## src/rtl/z80fi_insn_capture_if.sv

```systemverilog
// Z80FI retirement record bundle: core event strobes in, captured record out.
// Cycle codes mirror the core's M-cycle classification.
package z80fi_pkg;
    typedef enum logic [2:0] {
        CYCLE_NONE     = 3'd0,
        CYCLE_M1       = 3'd1,
        CYCLE_RDWR_MEM = 3'd2,
        CYCLE_RDWR_IO  = 3'd3,
        CYCLE_INTACK   = 3'd4,
        CYCLE_INTERNAL = 3'd5
    } cycle_e;
endpackage

interface z80fi_insn_capture_if #(
    parameter int TCYC_W = 4
);
    logic              insn_start;
    logic [15:0]       ip_in;
    logic              mcycle_start;
    logic [2:0]        mcycle_type;
    logic              tstate_tick;
    logic              insn_byte_valid;
    logic [7:0]        insn_byte;
    logic              mem_rd_valid;
    logic [15:0]       mem_rd_addr;
    logic [7:0]        mem_rd_data;
    logic              mem_wr_valid;
    logic [15:0]       mem_wr_addr;
    logic [7:0]        mem_wr_data;
    logic              insn_done;

    logic              z80fi_valid;
    logic [31:0]       z80fi_insn;
    logic [2:0]        z80fi_insn_len;
    logic [15:0]       z80fi_reg_ip_in;
    logic [15:0]       z80fi_bus_raddr;
    logic [7:0]        z80fi_bus_rdata;
    logic [15:0]       z80fi_bus_waddr;
    logic [7:0]        z80fi_bus_wdata;
    logic              z80fi_bus_rd;
    logic              z80fi_bus_wr;
    logic [2:0]        z80fi_mcycle_type1;
    logic [2:0]        z80fi_mcycle_type2;
    logic [2:0]        z80fi_mcycle_type3;
    logic [2:0]        z80fi_mcycle_type4;
    logic [2:0]        z80fi_mcycle_type5;
    logic [2:0]        z80fi_mcycle_type6;
    logic [TCYC_W-1:0] z80fi_tcycles1;
    logic [TCYC_W-1:0] z80fi_tcycles2;
    logic [TCYC_W-1:0] z80fi_tcycles3;
    logic [TCYC_W-1:0] z80fi_tcycles4;
    logic [TCYC_W-1:0] z80fi_tcycles5;
    logic [TCYC_W-1:0] z80fi_tcycles6;
    logic              z80fi_overflow;

    modport master (
        output insn_start, ip_in, mcycle_start, mcycle_type,
        output tstate_tick, insn_byte_valid, insn_byte,
        output mem_rd_valid, mem_rd_addr, mem_rd_data,
        output mem_wr_valid, mem_wr_addr, mem_wr_data, insn_done,
        input  z80fi_valid, z80fi_insn, z80fi_insn_len, z80fi_reg_ip_in,
        input  z80fi_bus_raddr, z80fi_bus_rdata,
        input  z80fi_bus_waddr, z80fi_bus_wdata,
        input  z80fi_bus_rd, z80fi_bus_wr,
        input  z80fi_mcycle_type1, z80fi_mcycle_type2, z80fi_mcycle_type3,
        input  z80fi_mcycle_type4, z80fi_mcycle_type5, z80fi_mcycle_type6,
        input  z80fi_tcycles1, z80fi_tcycles2, z80fi_tcycles3,
        input  z80fi_tcycles4, z80fi_tcycles5, z80fi_tcycles6,
        input  z80fi_overflow
    );

    modport slave (
        input  insn_start, ip_in, mcycle_start, mcycle_type,
        input  tstate_tick, insn_byte_valid, insn_byte,
        input  mem_rd_valid, mem_rd_addr, mem_rd_data,
        input  mem_wr_valid, mem_wr_addr, mem_wr_data, insn_done,
        output z80fi_valid, z80fi_insn, z80fi_insn_len, z80fi_reg_ip_in,
        output z80fi_bus_raddr, z80fi_bus_rdata,
        output z80fi_bus_waddr, z80fi_bus_wdata,
        output z80fi_bus_rd, z80fi_bus_wr,
        output z80fi_mcycle_type1, z80fi_mcycle_type2, z80fi_mcycle_type3,
        output z80fi_mcycle_type4, z80fi_mcycle_type5, z80fi_mcycle_type6,
        output z80fi_tcycles1, z80fi_tcycles2, z80fi_tcycles3,
        output z80fi_tcycles4, z80fi_tcycles5, z80fi_tcycles6,
        output z80fi_overflow
    );
endinterface

```

## src/rtl/z80fi_insn_capture.sv

```systemverilog
// Accumulates one instruction's Z80FI record from per-T-state strobes
// and publishes it with a one-cycle valid pulse at retirement.
module z80fi_insn_capture
    import z80fi_pkg::*;
#(
    parameter int MAX_MCYCLES = 6,
    parameter int TCYC_W      = 4
) (
    input logic                 clk,
    input logic                 reset_n,
    z80fi_insn_capture_if.slave cap
);
    typedef enum logic {
        S_IDLE,
        S_CAPTURE
    } state_t;

    localparam int IDX_W = $clog2(MAX_MCYCLES + 2);
    localparam logic [IDX_W-1:0] IDX_MAX = IDX_W'(MAX_MCYCLES);
    localparam logic [IDX_W-1:0] IDX_OVF = IDX_W'(MAX_MCYCLES + 1);
    localparam logic [TCYC_W-1:0] T_SAT = '1;

    typedef struct packed {
        logic [3:0][7:0]                    insn;
        logic [2:0]                         len;
        logic [15:0]                        ip;
        logic                               rd;
        logic [15:0]                        raddr;
        logic [7:0]                         rdata;
        logic                               wr;
        logic [15:0]                        waddr;
        logic [7:0]                         wdata;
        logic [MAX_MCYCLES-1:0][2:0]        typ;
        logic [MAX_MCYCLES-1:0][TCYC_W-1:0] tcyc;
        logic                               ovf;
    } rec_t;

    localparam rec_t REC_RST = '{
        typ:     {MAX_MCYCLES{CYCLE_NONE}},
        default: '0
    };

    state_t           r_state;
    state_t           w_state;
    rec_t             r_acc;
    rec_t             w_acc;
    rec_t             r_rec;
    logic [IDX_W-1:0] r_idx;
    logic [IDX_W-1:0] w_idx;
    logic             r_valid;
    logic             w_active;
    logic             w_commit;

    assign w_active = cap.insn_start || (r_state == S_CAPTURE);
    assign w_commit = cap.insn_done && (r_state == S_CAPTURE);

    always_comb begin
        w_state = r_state;
        if (cap.insn_start) begin
            w_state = S_CAPTURE;
        end else if (w_commit) begin
            w_state = S_IDLE;
        end
    end

    // Events of an insn_start cycle land on the freshly cleared record.
    always_comb begin
        w_acc = r_acc;
        w_idx = r_idx;
        if (cap.insn_start) begin
            w_acc        = REC_RST;
            w_acc.ip     = cap.ip_in;
            w_acc.typ[0] = cap.mcycle_type;
            w_idx        = IDX_W'(1);
        end
        if (w_active) begin
            if (cap.mcycle_start && !cap.insn_start) begin
                if (w_idx >= IDX_MAX) begin
                    w_acc.ovf = 1'b1;
                    w_idx     = IDX_OVF;
                end else begin
                    w_idx = w_idx + IDX_W'(1);
                    for (int k = 0; k < MAX_MCYCLES; k++) begin
                        if (w_idx == IDX_W'(k + 1)) begin
                            w_acc.typ[k] = cap.mcycle_type;
                        end
                    end
                end
            end
            for (int k = 0; k < MAX_MCYCLES; k++) begin
                if (cap.tstate_tick && (w_idx == IDX_W'(k + 1))) begin
                    if (w_acc.tcyc[k] == T_SAT) begin
                        w_acc.ovf = 1'b1;
                    end else begin
                        w_acc.tcyc[k] = w_acc.tcyc[k] + TCYC_W'(1);
                    end
                end
            end
            if (cap.insn_byte_valid) begin
                if (w_acc.len < 3'd4) begin
                    w_acc.insn[w_acc.len[1:0]] = cap.insn_byte;
                    w_acc.len = w_acc.len + 3'd1;
                end else begin
                    w_acc.ovf = 1'b1;
                end
            end
            if (cap.mem_rd_valid && !w_acc.rd) begin
                w_acc.rd    = 1'b1;
                w_acc.raddr = cap.mem_rd_addr;
                w_acc.rdata = cap.mem_rd_data;
            end
            if (cap.mem_wr_valid && !w_acc.wr) begin
                w_acc.wr    = 1'b1;
                w_acc.waddr = cap.mem_wr_addr;
                w_acc.wdata = cap.mem_wr_data;
            end
        end
    end

    always_ff @(posedge clk or negedge reset_n) begin
        if (!reset_n) begin
            r_state <= S_IDLE;
            r_acc   <= REC_RST;
            r_idx   <= '0;
            r_rec   <= REC_RST;
            r_valid <= 1'b0;
        end else begin
            r_state <= w_state;
            r_acc   <= w_acc;
            r_idx   <= w_idx;
            r_valid <= w_commit;
            // A coinciding start steals this cycle's events for the new insn.
            if (w_commit) begin
                r_rec <= cap.insn_start ? r_acc : w_acc;
            end
        end
    end

    assign cap.z80fi_valid        = r_valid;
    assign cap.z80fi_insn         = r_rec.insn;
    assign cap.z80fi_insn_len     = r_rec.len;
    assign cap.z80fi_reg_ip_in    = r_rec.ip;
    assign cap.z80fi_bus_raddr    = r_rec.raddr;
    assign cap.z80fi_bus_rdata    = r_rec.rdata;
    assign cap.z80fi_bus_waddr    = r_rec.waddr;
    assign cap.z80fi_bus_wdata    = r_rec.wdata;
    assign cap.z80fi_bus_rd       = r_rec.rd;
    assign cap.z80fi_bus_wr       = r_rec.wr;
    assign cap.z80fi_mcycle_type1 = r_rec.typ[0];
    assign cap.z80fi_mcycle_type2 = r_rec.typ[1];
    assign cap.z80fi_mcycle_type3 = r_rec.typ[2];
    assign cap.z80fi_mcycle_type4 = r_rec.typ[3];
    assign cap.z80fi_mcycle_type5 = r_rec.typ[4];
    assign cap.z80fi_mcycle_type6 = r_rec.typ[5];
    assign cap.z80fi_tcycles1     = r_rec.tcyc[0];
    assign cap.z80fi_tcycles2     = r_rec.tcyc[1];
    assign cap.z80fi_tcycles3     = r_rec.tcyc[2];
    assign cap.z80fi_tcycles4     = r_rec.tcyc[3];
    assign cap.z80fi_tcycles5     = r_rec.tcyc[4];
    assign cap.z80fi_tcycles6     = r_rec.tcyc[5];
    assign cap.z80fi_overflow     = r_rec.ovf;
endmodule

```

## src/flat_wrapper.sv

```systemverilog
// flat-port wrapper written by rule: the top's interface ports become plain ports
module z80fi_insn_capture_flat import z80fi_pkg::*;
#(
    parameter int MAX_MCYCLES = 6,
    parameter int TCYC_W      = 4
)
  (clk, reset_n, cap_insn_start, cap_ip_in, cap_mcycle_start, cap_mcycle_type, cap_tstate_tick, cap_insn_byte_valid, cap_insn_byte, cap_mem_rd_valid, cap_mem_rd_addr, cap_mem_rd_data, cap_mem_wr_valid, cap_mem_wr_addr, cap_mem_wr_data, cap_insn_done, cap_z80fi_valid, cap_z80fi_insn, cap_z80fi_insn_len, cap_z80fi_reg_ip_in, cap_z80fi_bus_raddr, cap_z80fi_bus_rdata, cap_z80fi_bus_waddr, cap_z80fi_bus_wdata, cap_z80fi_bus_rd, cap_z80fi_bus_wr, cap_z80fi_mcycle_type1, cap_z80fi_mcycle_type2, cap_z80fi_mcycle_type3, cap_z80fi_mcycle_type4, cap_z80fi_mcycle_type5, cap_z80fi_mcycle_type6, cap_z80fi_tcycles1, cap_z80fi_tcycles2, cap_z80fi_tcycles3, cap_z80fi_tcycles4, cap_z80fi_tcycles5, cap_z80fi_tcycles6, cap_z80fi_overflow);
  z80fi_insn_capture_if #(.TCYC_W(TCYC_W)) cap_i ();
  input logic clk;
  input logic reset_n;
  input wire logic [$bits(cap_i.insn_start)-1:0] cap_insn_start;
  input wire logic [$bits(cap_i.ip_in)-1:0] cap_ip_in;
  input wire logic [$bits(cap_i.mcycle_start)-1:0] cap_mcycle_start;
  input wire logic [$bits(cap_i.mcycle_type)-1:0] cap_mcycle_type;
  input wire logic [$bits(cap_i.tstate_tick)-1:0] cap_tstate_tick;
  input wire logic [$bits(cap_i.insn_byte_valid)-1:0] cap_insn_byte_valid;
  input wire logic [$bits(cap_i.insn_byte)-1:0] cap_insn_byte;
  input wire logic [$bits(cap_i.mem_rd_valid)-1:0] cap_mem_rd_valid;
  input wire logic [$bits(cap_i.mem_rd_addr)-1:0] cap_mem_rd_addr;
  input wire logic [$bits(cap_i.mem_rd_data)-1:0] cap_mem_rd_data;
  input wire logic [$bits(cap_i.mem_wr_valid)-1:0] cap_mem_wr_valid;
  input wire logic [$bits(cap_i.mem_wr_addr)-1:0] cap_mem_wr_addr;
  input wire logic [$bits(cap_i.mem_wr_data)-1:0] cap_mem_wr_data;
  input wire logic [$bits(cap_i.insn_done)-1:0] cap_insn_done;
  output wire logic [$bits(cap_i.z80fi_valid)-1:0] cap_z80fi_valid;
  output wire logic [$bits(cap_i.z80fi_insn)-1:0] cap_z80fi_insn;
  output wire logic [$bits(cap_i.z80fi_insn_len)-1:0] cap_z80fi_insn_len;
  output wire logic [$bits(cap_i.z80fi_reg_ip_in)-1:0] cap_z80fi_reg_ip_in;
  output wire logic [$bits(cap_i.z80fi_bus_raddr)-1:0] cap_z80fi_bus_raddr;
  output wire logic [$bits(cap_i.z80fi_bus_rdata)-1:0] cap_z80fi_bus_rdata;
  output wire logic [$bits(cap_i.z80fi_bus_waddr)-1:0] cap_z80fi_bus_waddr;
  output wire logic [$bits(cap_i.z80fi_bus_wdata)-1:0] cap_z80fi_bus_wdata;
  output wire logic [$bits(cap_i.z80fi_bus_rd)-1:0] cap_z80fi_bus_rd;
  output wire logic [$bits(cap_i.z80fi_bus_wr)-1:0] cap_z80fi_bus_wr;
  output wire logic [$bits(cap_i.z80fi_mcycle_type1)-1:0] cap_z80fi_mcycle_type1;
  output wire logic [$bits(cap_i.z80fi_mcycle_type2)-1:0] cap_z80fi_mcycle_type2;
  output wire logic [$bits(cap_i.z80fi_mcycle_type3)-1:0] cap_z80fi_mcycle_type3;
  output wire logic [$bits(cap_i.z80fi_mcycle_type4)-1:0] cap_z80fi_mcycle_type4;
  output wire logic [$bits(cap_i.z80fi_mcycle_type5)-1:0] cap_z80fi_mcycle_type5;
  output wire logic [$bits(cap_i.z80fi_mcycle_type6)-1:0] cap_z80fi_mcycle_type6;
  output wire logic [$bits(cap_i.z80fi_tcycles1)-1:0] cap_z80fi_tcycles1;
  output wire logic [$bits(cap_i.z80fi_tcycles2)-1:0] cap_z80fi_tcycles2;
  output wire logic [$bits(cap_i.z80fi_tcycles3)-1:0] cap_z80fi_tcycles3;
  output wire logic [$bits(cap_i.z80fi_tcycles4)-1:0] cap_z80fi_tcycles4;
  output wire logic [$bits(cap_i.z80fi_tcycles5)-1:0] cap_z80fi_tcycles5;
  output wire logic [$bits(cap_i.z80fi_tcycles6)-1:0] cap_z80fi_tcycles6;
  output wire logic [$bits(cap_i.z80fi_overflow)-1:0] cap_z80fi_overflow;
  assign cap_i.insn_start = cap_insn_start;
  assign cap_i.ip_in = cap_ip_in;
  assign cap_i.mcycle_start = cap_mcycle_start;
  assign cap_i.mcycle_type = cap_mcycle_type;
  assign cap_i.tstate_tick = cap_tstate_tick;
  assign cap_i.insn_byte_valid = cap_insn_byte_valid;
  assign cap_i.insn_byte = cap_insn_byte;
  assign cap_i.mem_rd_valid = cap_mem_rd_valid;
  assign cap_i.mem_rd_addr = cap_mem_rd_addr;
  assign cap_i.mem_rd_data = cap_mem_rd_data;
  assign cap_i.mem_wr_valid = cap_mem_wr_valid;
  assign cap_i.mem_wr_addr = cap_mem_wr_addr;
  assign cap_i.mem_wr_data = cap_mem_wr_data;
  assign cap_i.insn_done = cap_insn_done;
  assign cap_z80fi_valid = cap_i.z80fi_valid;
  assign cap_z80fi_insn = cap_i.z80fi_insn;
  assign cap_z80fi_insn_len = cap_i.z80fi_insn_len;
  assign cap_z80fi_reg_ip_in = cap_i.z80fi_reg_ip_in;
  assign cap_z80fi_bus_raddr = cap_i.z80fi_bus_raddr;
  assign cap_z80fi_bus_rdata = cap_i.z80fi_bus_rdata;
  assign cap_z80fi_bus_waddr = cap_i.z80fi_bus_waddr;
  assign cap_z80fi_bus_wdata = cap_i.z80fi_bus_wdata;
  assign cap_z80fi_bus_rd = cap_i.z80fi_bus_rd;
  assign cap_z80fi_bus_wr = cap_i.z80fi_bus_wr;
  assign cap_z80fi_mcycle_type1 = cap_i.z80fi_mcycle_type1;
  assign cap_z80fi_mcycle_type2 = cap_i.z80fi_mcycle_type2;
  assign cap_z80fi_mcycle_type3 = cap_i.z80fi_mcycle_type3;
  assign cap_z80fi_mcycle_type4 = cap_i.z80fi_mcycle_type4;
  assign cap_z80fi_mcycle_type5 = cap_i.z80fi_mcycle_type5;
  assign cap_z80fi_mcycle_type6 = cap_i.z80fi_mcycle_type6;
  assign cap_z80fi_tcycles1 = cap_i.z80fi_tcycles1;
  assign cap_z80fi_tcycles2 = cap_i.z80fi_tcycles2;
  assign cap_z80fi_tcycles3 = cap_i.z80fi_tcycles3;
  assign cap_z80fi_tcycles4 = cap_i.z80fi_tcycles4;
  assign cap_z80fi_tcycles5 = cap_i.z80fi_tcycles5;
  assign cap_z80fi_tcycles6 = cap_i.z80fi_tcycles6;
  assign cap_z80fi_overflow = cap_i.z80fi_overflow;
  z80fi_insn_capture #(.MAX_MCYCLES(MAX_MCYCLES), .TCYC_W(TCYC_W)) u_core (.clk(clk), .reset_n(reset_n), .cap(cap_i));
endmodule
```

## config.mk

```make
export PLATFORM = sky130hd
export DESIGN_NAME = z80fi_insn_capture_flat
export DESIGN_NICKNAME = d
export VERILOG_FILES = /design/src/rtl/z80fi_insn_capture_if.sv /design/src/rtl/z80fi_insn_capture.sv /design/src/flat_wrapper.sv
export SDC_FILE = /design/constraint.sdc
export NUM_CORES = 1
export LEC_CHECK = 0
export ABC_AREA = 1
export BUFFER_PORTS_ARGS = -buffer_cell sky130_fd_sc_hd__buf_2
export CORE_MARGIN = 8
export CORE_UTILIZATION = 57
export DETAILED_ROUTE_END_ITERATION = 6
export GPL_TIMING_DRIVEN = 0
export PLACE_DENSITY = 0.81
export SLEW_MARGIN = 20
export SYNTH_ARGS = -nofsm -noshare
export SYNTH_HDL_FRONTEND = slang
export SYNTH_SLANG_ARGS = --single-unit
```

## constraint.sdc

```tcl
create_clock -name clk -period 2.6 [get_ports clk]
set_clock_uncertainty 0.15 [all_clocks]
set_input_delay 0.39 -clock clk [delete_from_list [all_inputs] [get_ports clk]]
set_output_delay 0.39 -clock clk [all_outputs]
set_load 0.1 [all_outputs]
```

-- After elaboration in Yosys (flattened, before gate mapping)
Cells that the tools add are included.
- register bits: 293
- bits of input ports: 84
- output and inout port bits: 145
- logic and storage cells: 154
- $add $sub $neg: 8
- order comparisons: 4
- equality and inequality tests: 18
- muxes and demuxes: 55
- reduce and logical (&&, ||, !) cells: 16
- operators by type and width (cell ; number):
    144-bit two-way mux ; 2
    35-bit two-way mux ; 3
    93-bit two-way mux ; 1
    25-bit two-way mux ; 2
    4-bit two-way mux ; 11
    18-bit two-way mux ; 2
    3-bit two-way mux ; 11
    32-bit bitwise mux ; 1
    4-bit by 1-bit adder with 4-bit output, second input constant ; 6
    4-bit == test, second input constant ; 6
    1-bit two-way mux ; 19
    3-bit == test, second input constant ; 6
    8-bit demux with 2-bit select ; 1
    3-bit by 2-bit == test with 1-bit output, second input constant ; 4
    1-bit logical AND ; 11
    8-bit two-way mux ; 1
    3-bit by 1-bit adder with 3-bit output, second input constant ; 2
    3-bit by 1-bit == test with 1-bit output, second input constant ; 2
    5-bit two-way mux ; 1
    3-bit greater-or-equal comparator, second input constant ; 1
    1-bit logical NOT ; 3
    2-bit by 3-bit less-than comparator with 1-bit output, second input constant ; 1
    3-bit less-than comparator, second input constant ; 1
    2-bit by 1-bit greater-or-equal comparator with 1-bit output, second input constant ; 1
    other kinds (2) ; 2

-- Depth between registers and ports, before layout
Gate-level depths: netlist of the first run.
- depth in word-level cells: 24
- gate-level depth with buffers: 19
- depth with buffers taken out: 19

-- Worst setup path after synthesis of the first run
No wires, ideal clock.
- path type: input to register
- from: input port cap_insn_start
- to: register u_core.r_rec, in the netlist u_core.cap.z80fi_overflow
- library setup time: 0.068 ns
- data arrival time: 2.330 ns
- data required time: 2.382 ns
- slack: 0.052 ns
- stages: 16
- buffers on the path: 4
- cell sequence: buf_6 > buf_2 > clkbuf_1 > clkbuf_1 > nor2_1 > ha_1 > inv_1 > nor3_1 > nand4_1 > nand2_1 > nor2_1 > nand2_1 > nand2_1 > nand2_1 > nand2_1 > nand2_1
- word-level cells in the longest chain between the ends: 24
- elaborated cells between the ends (all ways): 49
- classes of those cells: add/sub: 1; order compare: 2; eq/ne: 12; mux: 25; reduce/logical: 9
- RTL lines (element ; line ; source):
    start: declaration ; flat_wrapper.sv:11 ; input wire logic [$bits(cap_i.insn_start)-1:0] cap_insn_start;
    3-bit two-way mux ; z80fi_insn_capture.sv:70 ; if (cap.insn_start) begin
    3-bit by 1-bit adder with 3-bit output / 3-bit greater-or-equal comparator (equally long branches) ; z80fi_insn_capture.sv:82, z80fi_insn_capture.sv:78 ;
    3-bit two-way mux ; z80fi_insn_capture.sv:78 ; if (w_idx >= IDX_MAX) begin
    3-bit two-way mux ; z80fi_insn_capture.sv:77 ; if (cap.mcycle_start && !cap.insn_start) begin
    3-bit two-way mux ; z80fi_insn_capture.sv:76 ; if (w_active) begin
    3-bit by 1-bit == test with 1-bit output ; z80fi_insn_capture.sv:91 ; if (cap.tstate_tick && (w_idx == IDX_W'(k + 1))) begin
    1-bit logical AND ; z80fi_insn_capture.sv:91 ;
    5-bit two-way mux ; z80fi_insn_capture.sv:91 ;
    [8 not listed] ; -- ;
    1-bit two-way mux ; z80fi_insn_capture.sv:92 ; if (w_acc.tcyc[k] == T_SAT) begin
    1-bit two-way mux ; z80fi_insn_capture.sv:91 ;
    1-bit two-way mux ; z80fi_insn_capture.sv:92 ;
    1-bit two-way mux ; z80fi_insn_capture.sv:91 ;
    1-bit two-way mux ; z80fi_insn_capture.sv:100 ; if (w_acc.len < 3'd4) begin
    1-bit two-way mux ; z80fi_insn_capture.sv:99 ; if (cap.insn_byte_valid) begin
    93-bit two-way mux ; z80fi_insn_capture.sv:76 ;
    144-bit two-way mux (*) ; z80fi_insn_capture.sv:134 ; r_rec <= cap.insn_start ? r_acc : w_acc;
    end signal: assignment ; z80fi_insn_capture.sv:134 ;
    end: declaration ; z80fi_insn_capture.sv:47 ; rec_t r_rec;
Mark *: on every way between the ends. The rest lies on a longest branch, timed or not. The select of a mux whose other input is x is not followed.
A chain may end at the register's enable or synchronous reset.

-- Worst setup path after layout of the first run
- from: input port cap_insn_done
- to: register u_core.r_rec, in the netlist u_core.cap.z80fi_bus_raddr[4]
- word-level cells in the longest chain between the ends: 1
- RTL lines (element ; line ; source):
    start: declaration ; flat_wrapper.sv:24 ; input wire logic [$bits(cap_i.insn_done)-1:0] cap_insn_done;
    1-bit logical AND ; z80fi_insn_capture.sv:55 ; assign w_commit = cap.insn_done && (r_state == S_CAPTURE);
Every way passes these cells.

==> impl_table.tex, run 1 <==
\begin{tabular}{lr}
\hline
Metric & Value \\
\hline
\multicolumn{2}{l}{\textbf{Setup path}} \\
\quad Cell family contributing the most delay on the critical path & buffers and inverters \\
\quad Kind of end point of the critical path & flop \\
\quad Worst r2r path cells & 16 \\
\quad Critical path's most frequent cell & a21oi\_1 \\
\quad CP bufs+invs & 4 \\
\quad Cell at the slowest stage of the critical path & dlygate4sd3\_1 \\
\quad Required arrival time at the worst endpoint & a little under 3 ns \\
\quad Cell chain of the critical path & dlygate4sd3\_1, buf\_2, nand2\_1, clkbuf\_2, clkbuf\_1, a21oi\_1, a21oi\_1 \\
\quad Classification of the worst setup path & in -> reg \\
\quad Critical path depth & 7 \\
\quad Kind of start point of the critical path & input pin \\
\quad Largest fanout on the critical path & 10 \\
\quad Delay of the slowest cell on the worst path & around 0.56 ns \\
\quad Data arrival time at the worst-slack endpoint & between 2 and 3 ns \\
\multicolumn{2}{l}{\textbf{Route}} \\
\quad Ratio of routed vias to standard cells & around 5.7 \\
\quad Wire length reported by the detailed router & between 40000 and 50000 µm \\
\quad 1st-iter DRT viols & 1461 \\
\quad Post-route antenna net violation count & 0 \\
\quad 1st-pass router iterations & 6 \\
\quad Vias post-DR & about 13000 \\
\quad \# DRC & 0 \\
\quad Wire length per cell after detailed routing & approximately 19 µm \\
\multicolumn{2}{l}{\textbf{Timing}} \\
\quad Final hold violation count & 0 \\
\quad Shortest clock period the worst path allows after layout & 2.51 ns \\
\quad Slew Limit Fails & 0 \\
\quad Slew margin rel. & approximately 53\% \\
\quad Highest clock rate & about 0.40 GHz \\
\quad Smallest hold slack & 0.0412 ns \\
\quad Worst Tran Pin Value & about 0.71 ns \\
\quad Number of setup violations in the final report & 0 \\
\quad Post-route clock period utilization & 96.5\% \\
\multicolumn{2}{l}{\textbf{CTS}} \\
\quad Num CTS Buffers & 31 \\
\quad H-tree levels & 1 \\
\quad TritonCTS clock tree & done \\
\quad Maximum buffer depth of the clock tree & 3 \\
\quad Clock root buffer & clkbuf\_16 \\
\quad Clock latency reported for the late side of the worst-skew pair & around 0.55 ns \\
\quad Post-CTS clock slew at the launch and capture registers of the worst setup and hold paths & $\sim$0.060 ns \\
\quad Clk sink count & roughly 290 \\
\multicolumn{2}{l}{\textbf{Floorplanning}} \\
\quad Core footprint & 23300 µm² \\
\quad Vert. Die Dim & roughly 170 µm \\
\quad Effective utilization at floorplan & 57.6\% \\
\quad Die area & between 20000 and 30000 µm² \\
\quad Number of placed I/O pins & $\sim$230 \\
\quad Width of the die & 170 µm \\
\quad Number of standard-cell rows in the floorplan & 56 \\
\multicolumn{2}{l}{\textbf{Pwr}} \\
\quad Internal & approximately 8.4 mW \\
\quad Combinational share of power & a little under 30\% \\
\quad P\_sw & $\sim$5.5 mW \\
\quad Power, Total & between 10 and 15 mW \\
\quad Share of total power consumed by net switching & about two fifths \\
\quad Share of total power in sequential cells & 38.0\% \\
\quad Total power per unit cell area & between 800 and 900 nW/µm² \\
\quad Worst VDD drop & 0.671 mV \\
\quad Clk network pwr share & 32.5\% \\
\quad Leakage power & around 8.4 nW \\
\multicolumn{2}{l}{\textbf{Layout}} \\
\quad Post-layout net count & a little over 2000 \\
\quad Number of fillers in the final layout & 1740 \\
\quad Area added between synthesis and finish & 25.3\% \\
\quad FF+latch area & 7330 µm² \\
\quad Fraction of layout cells with a size suffix above 1 & 18.2\% \\
\quad Multi-input gate area in the final layout & around 5300 µm² \\
\multicolumn{2}{l}{\textbf{Yosys}} \\
\quad Number of flops mapped to enable cells by yosys & 0 \\
\quad Cell accounting for the most synthesized area & dfrtp\_1 \\
\quad Top FF cell, synth & dfrtp\_1 \\
\quad Proportion of netlist area held by the largest area contributor & $\sim$55\% \\
\quad Number of instances in the synthesized netlist & 1610 \\
\quad Fraction of the yosys area taken by sequential cells & between 50\% and 60\% \\
\quad Cell with the most instances after synthesis & nand2\_1 \\
\quad Share of synthesized flip-flops with an asynchronous set or reset & 100\% \\
\quad Post-synthesis instance area & around 13000 µm² \\
\quad Mapped Nets & approximately 1700 \\
\quad Number of synthesis warnings & 0 \\
\quad Cell variety after synth & 40 \\
\quad Synthesized flop and latch total & roughly 290 \\
\quad Synthesized area divided by synthesized cell count & between 8 and 9 µm² \\
\quad Largest cells by area after synthesis & dfrtp\_1 (55\%), nand2\_1 (11\%), nand3\_1 (7.1\%) \\
\quad Most instantiated cells after synthesis & nand2\_1 (385), dfrtp\_1 (293), nand3\_1 (190), a21oi\_1 (188), nor2\_1 (116) \\
\multicolumn{2}{l}{\textbf{Global route}} \\
\quad Number of global-route vias before repair & roughly 13000 \\
\quad Largest net degree at the start of global routing & roughly 100 \\
\quad Global-route congestion overflow total & 0 \\
\quad First-pass GRT wire length & around 67000 µm \\
\quad Initial antenna violation count & 3 \\
\quad Overall routing resource usage & between 20 and 30\% \\
\multicolumn{2}{l}{\textbf{Worst hold path}} \\
\quad Hold Path Cell Cnt & 3 \\
\quad Hold Path Class & in -> reg \\
\multicolumn{2}{l}{\textbf{Status}} \\
\quad Status & finished clean \\
\multicolumn{2}{l}{\textbf{Run}} \\
\quad Maximum Capacitance Violations & 0 \\
\multicolumn{2}{l}{\textbf{Placed design}} \\
\quad Last weighted congestion value of the routability-driven placer & 0.921 \\
\quad Number of buffer cells added on primary ports & roughly 230 \\
\quad Half-perimeter wire length after detailed placement & approximately 28000 µm \\
\hline
\end{tabular}
-- flip-flops by register name (all words and copies together), names as in the netlist, 4 cells and up --
signal / flops
u_core.r_acc: 144
u_core.cap.z80fi_insn: 32
u_core.cap.z80fi_bus_raddr: 16
u_core.cap.z80fi_bus_waddr: 16
u_core.cap.z80fi_reg_ip_in: 16
u_core.cap.z80fi_bus_rdata: 8
u_core.cap.z80fi_bus_wdata: 8
u_core.cap.z80fi_tcycles1: 4
u_core.cap.z80fi_tcycles2: 4
u_core.cap.z80fi_tcycles3: 4
u_core.cap.z80fi_tcycles4: 4
u_core.cap.z80fi_tcycles5: 4
u_core.cap.z80fi_tcycles6: 4
-- cell families (layout without fill, tap and decap cells) --
| kind of cell | after synthesis | in the layout | synth area share (%) |
|---|---|---|---|
| compound gates | 335 | 335 | 12.8 |
| xor+xnor | 6 | 6 | 0.391 |
| fa+ha+maj | 15 | 15 | 1.40 |
| buf+inv | 219 | 574 | 6.58 |
| flops | 293 | 293 | 54.5 |
| other cells | 0 | 3 | 0 |
| simple gates | 742 | 742 | 24.3 |
-- cells in the final DEF, fill, tap and decap left out, types with 6 or more instances in the layout --
| master | Yosys | final |
|---|---|---|
| o22ai_1 | 6 | 6 |
| clkbuf_16 | 0 | 31 |
| buf_1 | 13 | 13 |
| o21ai_1 | 22 | 22 |
| nor2_1 | 116 | 116 |
| dlygate4sd3_1 | 0 | 69 |
| nand3_1 | 190 | 190 |
| buf_4 | 6 | 7 |
| o21ai_0 | 111 | 111 |
| nand4_1 | 8 | 8 |
| clkbuf_1 | 57 | 62 |
| inv_2 | 7 | 7 |
| dfrtp_1 | 293 | 293 |
| ha_1 | 15 | 14 |
| nor2_4 | 6 | 9 |
| xor2_1 | 6 | 6 |
| a21oi_1 | 188 | 188 |
| clkbuf_8 | 0 | 8 |
| inv_1 | 112 | 112 |
| buf_2 | 20 | 244 |
| nand2_1 | 385 | 385 |
| nand2_2 | 9 | 9 |
-- repair_timing --
| item | CTS | global route |
|---|---|---|
| hold buffers | 69 | 0 |
| endpoints found under the setup margin | 8 | 49 |
| buffers inserted | 0 | 1 |
| resized for setup | 0 | 13 |
| pin swaps | 0 | 1 |
| hold endpoints to repair | 198 | 0 |
-- worst reg2reg max path: cells and delay by family (launching register included) --
family / cells / cell delay, ns
flops: 1 / 0.40
simple gates: 12 / 1.26
buf+inv: 3 / 0.27
fa+ha+maj: 1 / 0.24
-- routing by layer --
metal	track usage [%]	part of all wire (%)
met5	0	0
met4	11.1	3.3
met3	5.21	9.3
met2	46.0	47
met1	38.6	40
-- per-stage QoR --
stage	TNS [ns]	setup WS (ns)	utilization (%)	cell area, µm²	std cells
4_1_cts	0	0.0119	72.0	16800	2283
5_1_grt	-0.0107	-0.0107	72.2	16900	2287
3_5_place_dp	-19.70	-0.804	64.6	15100	2158
6_report	0	0.0909	72.2	16900	2287
3_3_place_gp	-1301.52	-4.42	64.2	15000	2155
2_1_floorplan	0	0.0523	-	13400	1610
-- path summary, 6_finish.rpt --
kind	startpoint	endpoint	slack, ns
setup / recovery	cap_insn_done	u_core.cap.z80fi_bus_raddr[4]	0.09
hold / removal	cap_mem_wr_data[4]	u_core.r_acc[47]	0.04
setup reg to reg	u_core.r_idx[0]	u_core.cap.z80fi_tcycles2[1]	0.16
hold reg to reg	u_core.cap.z80fi_reg_ip_in[2]	u_core.cap.z80fi_reg_ip_in[2]	0.32
max in group asynchronous	reset_n	u_core.r_acc[123]	1.01
min in group asynchronous	reset_n	u_core.cap.z80fi_tcycles4[2]	0.15
-- power groups by stage --
stage / clock, mW / sequential (mW) / combinational, mW
after floorplan: 0 / 7.53 / 0.881
after global placement: 0 / 5.34 / 3.93
after CTS: 4.57 / 5.28 / 4.08
after global routing: 4.75 / 5.34 / 4.31
after detailed placement: 0 / 5.36 / 3.99
final: 4.54 / 5.30 / 4.11
-- layout make-up --
type | count | share of cell area (%)
buffer | 96 | 2.50
timing repair buffer | 299 | 11.4
antenna | 3 | 0.0445
tap | 319 | 2.37
sequential | 293 | 43.5
inverter | 122 | 2.76
clock inverter | 9 | 0.765
multi-input combinational | 1098 | 31.2
clock buffer | 48 | 5.46
(Power assumes the default switching activity.)
==> run 2: changes to the inputs <==
==> constraint.sdc (replaced) <==
create_clock -name clk -period 2.6 [get_ports clk]
set_clock_uncertainty 0.15 [all_clocks]
set_input_delay 0.13 -clock clk [delete_from_list [all_inputs] [get_ports clk]]
set_output_delay 0.13 -clock clk [all_outputs]
set_load 0.1 [all_outputs]
==> impl_table.tex, run 2 (synthesized netlist as in run 1, its figures left out) <==
\begin{tabular}{lr}
\hline
Metric & Value \\
\hline
\multicolumn{2}{l}{\textbf{Status}} \\
\quad Status & finished with violations \\
\quad Violated checks & hold timing \\
\multicolumn{2}{l}{\textbf{Timing}} \\
\quad Post-route clock period utilization & 93.4\% \\
\quad Number of setup violations in the final report & 0 \\
\quad Worst Tran Pin Value & between 0.7 and 0.8 ns \\
\quad Slew Limit Fails & 0 \\
\quad Highest clock rate & $\sim$0.41 GHz \\
\quad Final hold violation count & 2 \\
\quad Slew margin rel. & 52.1\% \\
\quad Aggregate negative setup slack & 0 ns \\
\quad Smallest hold slack & -0.0372 ns \\
\quad Shortest clock period the worst path allows after layout & about 2.4 ns \\
\quad Minimum setup slack in the final design & $\sim$0.17 ns \\
\multicolumn{2}{l}{\textbf{CTS}} \\
\quad TritonCTS clock tree & done \\
\quad Clk sink count & 293 \\
\quad Maximum buffer depth of the clock tree & 3 \\
\quad Clock root buffer & clkbuf\_16 \\
\quad H-tree levels & 1 \\
\quad Clock latency reported for the late side of the worst-skew pair & roughly 0.55 ns \\
\quad Num CTS Buffers & 31 \\
\quad Post-CTS clock slew at the launch and capture registers of the worst setup and hold paths & around 0.060 ns \\
\multicolumn{2}{l}{\textbf{Layout}} \\
\quad Post-layout net count & $\sim$2100 \\
\quad Area added between synthesis and finish & 27.6\% \\
\quad Most frequent cells in the layout & nand2\_1 (385), dfrtp\_1 (293), buf\_2 (245) \\
\quad Most common cell after layout, fill and taps aside & nand2\_1 \\
\quad Register with the most flip-flops & u\_core.r\_acc \\
\quad Number of fillers in the final layout & 1694 \\
\quad Fraction of layout cells with a size suffix above 1 & between 10\% and 20\% \\
\quad Max reg flops & between 100 and 150 \\
\multicolumn{2}{l}{\textbf{Route}} \\
\quad 1st-pass router iterations & 6 \\
\quad Wire length reported by the detailed router & 43300 µm \\
\quad Wire length per cell after detailed routing & about 19 µm \\
\quad \# DRC & 0 \\
\quad Post-route antenna net violation count & 0 \\
\quad Vias post-DR & 13300 \\
\quad 1st-iter DRT viols & between 1000 and 1500 \\
\quad Ratio of routed vias to standard cells & $\sim$5.8 \\
\multicolumn{2}{l}{\textbf{Pwr}} \\
\quad P\_sw & roughly 5.5 mW \\
\quad Leakage power & 8.57 nW \\
\quad Clk network pwr share & 32.5\% \\
\quad Total power per unit cell area & 817 nW/µm² \\
\quad Internal & roughly 8.5 mW \\
\quad Share of total power consumed by net switching & between 30\% and 40\% \\
\quad Power, Total & roughly 14 mW \\
\quad Combinational share of power & 29.7\% \\
\quad Worst VDD drop & roughly 0.64 mV \\
\quad Share of total power in sequential cells & a little under two fifths \\
\multicolumn{2}{l}{\textbf{Setup path}} \\
\quad Kind of start point of the critical path & flop \\
\quad Worst r2r path cells & 16 \\
\quad Beginning of the worst register-to-register path & u\_core.r\_idx[0] \\
\quad RR Endpoint & u\_core.cap.z80fi\_tcycles6[3] \\
\quad Largest fanout on the critical path & 7 \\
\quad Slack of the worst reg-to-reg path & between 0.15 and 0.2 ns \\
\quad Required arrival time at the worst endpoint & 2.94 ns \\
\quad Classification of the worst setup path & reg -> reg \\
\quad Kind of end point of the critical path & flop \\
\quad Data arrival time at the worst-slack endpoint & between 2 and 3 ns \\
\multicolumn{2}{l}{\textbf{Floorplanning}} \\
\quad Core footprint & between 20000 and 25000 µm² \\
\quad Die area & between 20000 and 30000 µm² \\
\quad Number of standard-cell rows in the floorplan & 56 \\
\quad Width of the die & about 170 µm \\
\quad Effective utilization at floorplan & 57.6\% \\
\quad Vert. Die Dim & 170 µm \\
\quad Number of placed I/O pins & $\sim$230 \\
\multicolumn{2}{l}{\textbf{Global route}} \\
\quad Initial antenna violation count & 2 \\
\quad Overall routing resource usage & 29.2\% \\
\quad First-pass GRT wire length & just under 70000 µm \\
\quad Number of global-route vias before repair & 13000 \\
\quad Global-route congestion overflow total & 0 \\
\quad Largest net degree at the start of global routing & just over 100 \\
\multicolumn{2}{l}{\textbf{Worst hold path}} \\
\quad Hold Path Cell Cnt & 5 \\
\quad Hold Path Class & in -> reg \\
\quad Worst hold path endpoint & u\_core.r\_acc[7] \\
\quad Startpoint of the most critical hold path & cap\_insn\_start \\
\multicolumn{2}{l}{\textbf{Placed design}} \\
\quad Last weighted congestion value of the routability-driven placer & approximately 0.92 \\
\quad Half-perimeter wire length after detailed placement & approximately 28000 µm \\
\quad Setup WS pre-CTS & -0.544 ns \\
\quad Number of buffer cells added on primary ports & $\sim$230 \\
\multicolumn{2}{l}{\textbf{Run}} \\
\quad Maximum Capacitance Violations & 0 \\
\hline
\end{tabular}
-- run 2: critical path: stages (launching register included) --
cell and delay, ns:
dfrtp_1 0.41, nor2_4 0.13, inv_1 0.12, ha_2 0.23
inv_1 0.06, nand3_1 0.11, nand3_2 0.13, nand2_4 0.08
nand2_4 0.11, nand2_4 0.13, nor2_4 0.13, o21ai_0 0.10
o21ai_0 0.12, nand2_1 0.12, nand3_1 0.11, nand2_1 0.06
nand2_1 0.08
-- run 2: final cells by class --
type | count | area, µm² | share of cell area (%)
sequential | 293 | 7330 | 42.7
antenna | 2 | 5.00 | 0.0292
multi-input combinational | 1098 | 5260 | 30.6
timing repair buffer | 329 | 2230 | 13.0
tap | 319 | 399 | 2.33
clock inverter | 9 | 129 | 0.751
clock buffer | 48 | 920 | 5.36
buffer | 96 | 419 | 2.44
inverter | 122 | 465 | 2.71
-- run 2: what timing repair did --
item	CTS	global route
hold buffers	97	2
endpoints found under the setup margin	1	26
endpoints found under the hold margin	396	1
gates resized for setup	0	12
pin swaps	0	1
setup buffers	0	2
-- run 2: metal layers --
layer / share of wire [%] / track usage [%] / vias up
met5: 0 / 0 / -
met4: 3.3 / 11.0 / 0
met3: 8.6 / 5.33 / 129
met2: 48 / 47.2 / 743
met1: 40 / 38.6 / 6444
li1: - / - / 6004
-- run 2: through the flow --
stage                     cells  utilization [%]  cell area (µm²)
after floorplan            1610                -            13400
after global placement     2155             64.2            15000
after detailed placement   2158             64.6            15100
after CTS                  2311             73.3            17100
after global routing       2316             73.5            17200
final                      2316             73.5            17200
-- run 2: how the worst max path moves through the flow --
stage	start	endpoint	slack (ns)	cells past startpoint
floorplan	cap_insn_start	u_core.cap.z80fi_overflow	0.31	16
global placement	reset_n	u_core.cap.z80fi_insn[5]	-4.16	1
detailed placement	cap_insn_start	u_core.cap.z80fi_tcycles5[1]	-0.54	14
CTS	cap_insn_start	u_core.cap.z80fi_tcycles2[1]	0.07	18
global route	u_core.r_idx[1]	u_core.cap.z80fi_overflow	-0.02	17
finish	u_core.r_idx[0]	u_core.cap.z80fi_tcycles6[3]	0.17	16
-- run 2: power by group through the flow --
stage               Clock [mW]  Sequential, mW  Combinational [mW]
finish                    4.56            5.30                4.16
global route              4.75            5.34                4.36
CTS                       4.57            5.28                4.12
detailed placement           0            5.36                3.99
global placement             0            5.34                3.93
floorplan                    0            7.53               0.881
==> run 3: changes to the inputs <==
CORE_UTILIZATION = 30   (was 57)
PLACE_DENSITY = default   (was 0.81)
==> impl_table.tex, run 3 (synthesized netlist as in run 1, its figures left out) <==
\begin{tabular}{lr}
\hline
Metric & Value \\
\hline
\multicolumn{2}{l}{\textbf{Status}} \\
\quad Status & finished with violations \\
\quad Violated checks & hold timing \\
\multicolumn{2}{l}{\textbf{Timing}} \\
\quad Slew Limit Fails & 0 \\
\quad Slew margin rel. & roughly 45\% \\
\quad Shortest clock period the worst path allows after layout & about 2.5 ns \\
\quad Smallest hold slack & -0.0206 ns \\
\quad RSZ-0062 raised after global routing & no \\
\quad Final hold violation count & 1 \\
\quad Post-route clock period utilization & a little over nine tenths \\
\quad Highest clock rate & approximately 0.4 GHz \\
\quad Number of setup violations in the final report & 0 \\
\quad Worst Tran Pin Value & just over 0.8 ns \\
\multicolumn{2}{l}{\textbf{Floorplanning}} \\
\quad Number of standard-cell rows in the floorplan & 77 \\
\quad Die area & 51900 µm² \\
\quad Core footprint & 44200 µm² \\
\quad Width of the die & roughly 230 µm \\
\quad Effective utilization at floorplan & a little under a third \\
\quad Vert. Die Dim & between 200 and 250 µm \\
\quad Number of placed I/O pins & between 200 and 250 \\
\multicolumn{2}{l}{\textbf{Global route}} \\
\quad Busiest grt layer & met2 \\
\quad Number of global-route vias before repair & around 13000 \\
\quad Global-route congestion overflow total & 0 \\
\quad Overall routing resource usage & a little under a fifth \\
\quad Initial antenna violation count & 6 \\
\quad Met2 demand-to-capacity share in global routing & 28.9\% \\
\quad GR Layer Usage met3 & between 3 and 4\% \\
\quad First-pass GRT wire length & between 70000 and 80000 µm \\
\quad Met1 routing resource usage after global routing & a little under a quarter \\
\quad Largest net degree at the start of global routing & between 90 and 100 \\
\multicolumn{2}{l}{\textbf{CTS}} \\
\quad Clock latency reported for the late side of the worst-skew pair & roughly 0.54 ns \\
\quad H-tree levels & 2 \\
\quad Post-CTS Repair Setup Buffers & 0 \\
\quad TritonCTS clock tree & done \\
\quad Clock root buffer & clkbuf\_16 \\
\quad Maximum buffer depth of the clock tree & 3 \\
\quad Clk sink count & a little under 300 \\
\quad Post-CTS clock slew at the launch and capture registers of the worst setup and hold paths & around 0.060 ns \\
\quad Num CTS Buffers & 35 \\
\multicolumn{2}{l}{\textbf{Route}} \\
\quad 1st-pass router iterations & 6 \\
\quad \# DRC & 0 \\
\quad Vias post-DR & $\sim$13000 \\
\quad Wire length per cell after detailed routing & $\sim$19 µm \\
\quad Wire length reported by the detailed router & between 40000 and 50000 µm \\
\quad 1st-iter DRT viols & roughly 1000 \\
\quad Post-route antenna net violation count & 0 \\
\quad Ratio of routed vias to standard cells & about 5 \\
\multicolumn{2}{l}{\textbf{Setup path}} \\
\quad Largest fanout on the critical path & 7 \\
\quad Beginning of the worst register-to-register path & u\_core.r\_idx[0] \\
\quad Data arrival time at the worst-slack endpoint & 2.78 ns \\
\quad Kind of end point of the critical path & flop \\
\quad Kind of start point of the critical path & input pin \\
\quad Classification of the worst setup path & in -> reg \\
\quad Slack of the worst reg-to-reg path & 0.18 ns \\
\quad Required arrival time at the worst endpoint & approximately 2.9 ns \\
\quad RR Endpoint & u\_core.cap.z80fi\_overflow \\
\quad Worst r2r path cells & 18 \\
\multicolumn{2}{l}{\textbf{Run}} \\
\quad Maximum Capacitance Violations & 0 \\
\multicolumn{2}{l}{\textbf{Worst hold path}} \\
\quad Startpoint of the most critical hold path & cap\_insn\_start \\
\quad Worst hold path endpoint & u\_core.r\_acc[111] \\
\quad Hold Path Cell Cnt & 5 \\
\quad Hold Path Class & in -> reg \\
\multicolumn{2}{l}{\textbf{Placed design}} \\
\quad Number of buffer cells added on primary ports & 226 \\
\quad Half-perimeter wire length after detailed placement & between 30000 and 40000 µm \\
\quad Last weighted congestion value of the routability-driven placer & $\sim$0.86 \\
\quad Number of placed cells counting well taps & approximately 2400 \\
\multicolumn{2}{l}{\textbf{Layout}} \\
\quad Register with the most flip-flops & u\_core.r\_acc \\
\quad Max reg flops & 144 \\
\quad Filler-free cell count of the finished design & about 2600 \\
\quad Most common cell after layout, fill and taps aside & nand2\_1 \\
\quad Fraction of layout cells with a size suffix above 1 & 17.9\% \\
\quad Finished Core Util & around two fifths \\
\quad Area added between synthesis and finish & 30.4\% \\
\quad Most frequent cells in the layout & nand2\_1 (384), dfrtp\_1 (293), buf\_2 (245) \\
\quad Post-layout net count & 2071 \\
\multicolumn{2}{l}{\textbf{Pwr}} \\
\quad Leakage power & around 8.6 nW \\
\quad Total power per unit cell area & between 800 and 900 nW/µm² \\
\quad Power, Total & between 10 and 15 mW \\
\quad Worst VDD drop & between 0.5 and 0.6 mV \\
\hline
\end{tabular}
## run 3: cell count changes in the layout (fill, tap and decap cells not counted), sizes merged
cell / previous run / this run
clkbuf: 104 / 108
buf: 272 / 270
dlygate4sd3: 97 / 96
clkinv: 4 / 2
bufinv: 3 / 2
clkinvlp: 2 / 3
## run 3: layout make-up
type,instances,area [µm²]
Tap cell,592,741
Buffer,96,419
Timing Repair Buffer,326,2210
Sequential cell,293,7330
Antenna cell,2,5.00
Multi-Input combinational cell,1098,5250
Clock inverter,7,108
Fill cell,4473,26700
Inverter,122,465
Clock buffer,52,1000
## run 3: through the flow
step                worst slack (ns)  cell area (µm²)  TNS [ns]
detailed placement            -0.634            15400    -29.03
CTS                           0.0673            17500         0
floorplan                      0.312            13400         0
global route                 0.00168            17500         0
global placement               -4.42            15300  -1311.71
finish                         0.147            17500         0
## run 3: repair_timing
action | CTS | global route
hold endpoints to repair | 423 | 2
setup endpoints to repair | 135 | 27
gates resized for setup | 4 | 4
hold buffers | 96 | 2
## run 3: where the power goes
part	internal (mW)	switching [mW]
clock network	2.87	1.99
logic	0.730	3.45
registers	5.02	0.266
## run 3: how the worst max path moves through the flow
stage	startpoint	endpoint	slack (ns)	depth (start not counted)
floorplan	cap_insn_start	u_core.cap.z80fi_overflow	0.31	16
global placement	reset_n	u_core.cap.z80fi_insn[12]	-4.42	1
detailed placement	cap_insn_start	u_core.cap.z80fi_overflow	-0.63	16
CTS	cap_insn_start	u_core.cap.z80fi_tcycles6[2]	0.07	17
global route	u_core.r_idx[1]	u_core.cap.z80fi_overflow	0.002	19
finish	cap_insn_start	u_core.cap.z80fi_overflow	0.15	20
## run 3: routing by layer
layer / routed length, µm / share of wire (%) / vias to the layer above
met4: 1730 / 3.6 / 4
met5: 26 / 0.054 / -
met1: 21200 / 44 / 6192
met2: 22100 / 46 / 443
met3: 3020 / 6.3 / 122
li1: - / - / 6006
## run 3: worst max-delay path, cell delays in order
cell	delay, ns
buf_6	0.13
dlygate4sd3_1	0.64
nor2_2	0.24
ha_1	0.18
inv_1	0.06
nand2_1	0.11
nand2_2	0.09
nand2_1	0.08
nand2_2	0.11
inv_2	0.08
nand2_1	0.12
nor2_4	0.19
nand2_1	0.10
nand2_1	0.10
nor2_1	0.04
nand2_1	0.07
nand2_1	0.06
nand2_1	0.05
nand2_1	0.11
nand2_1	0.08
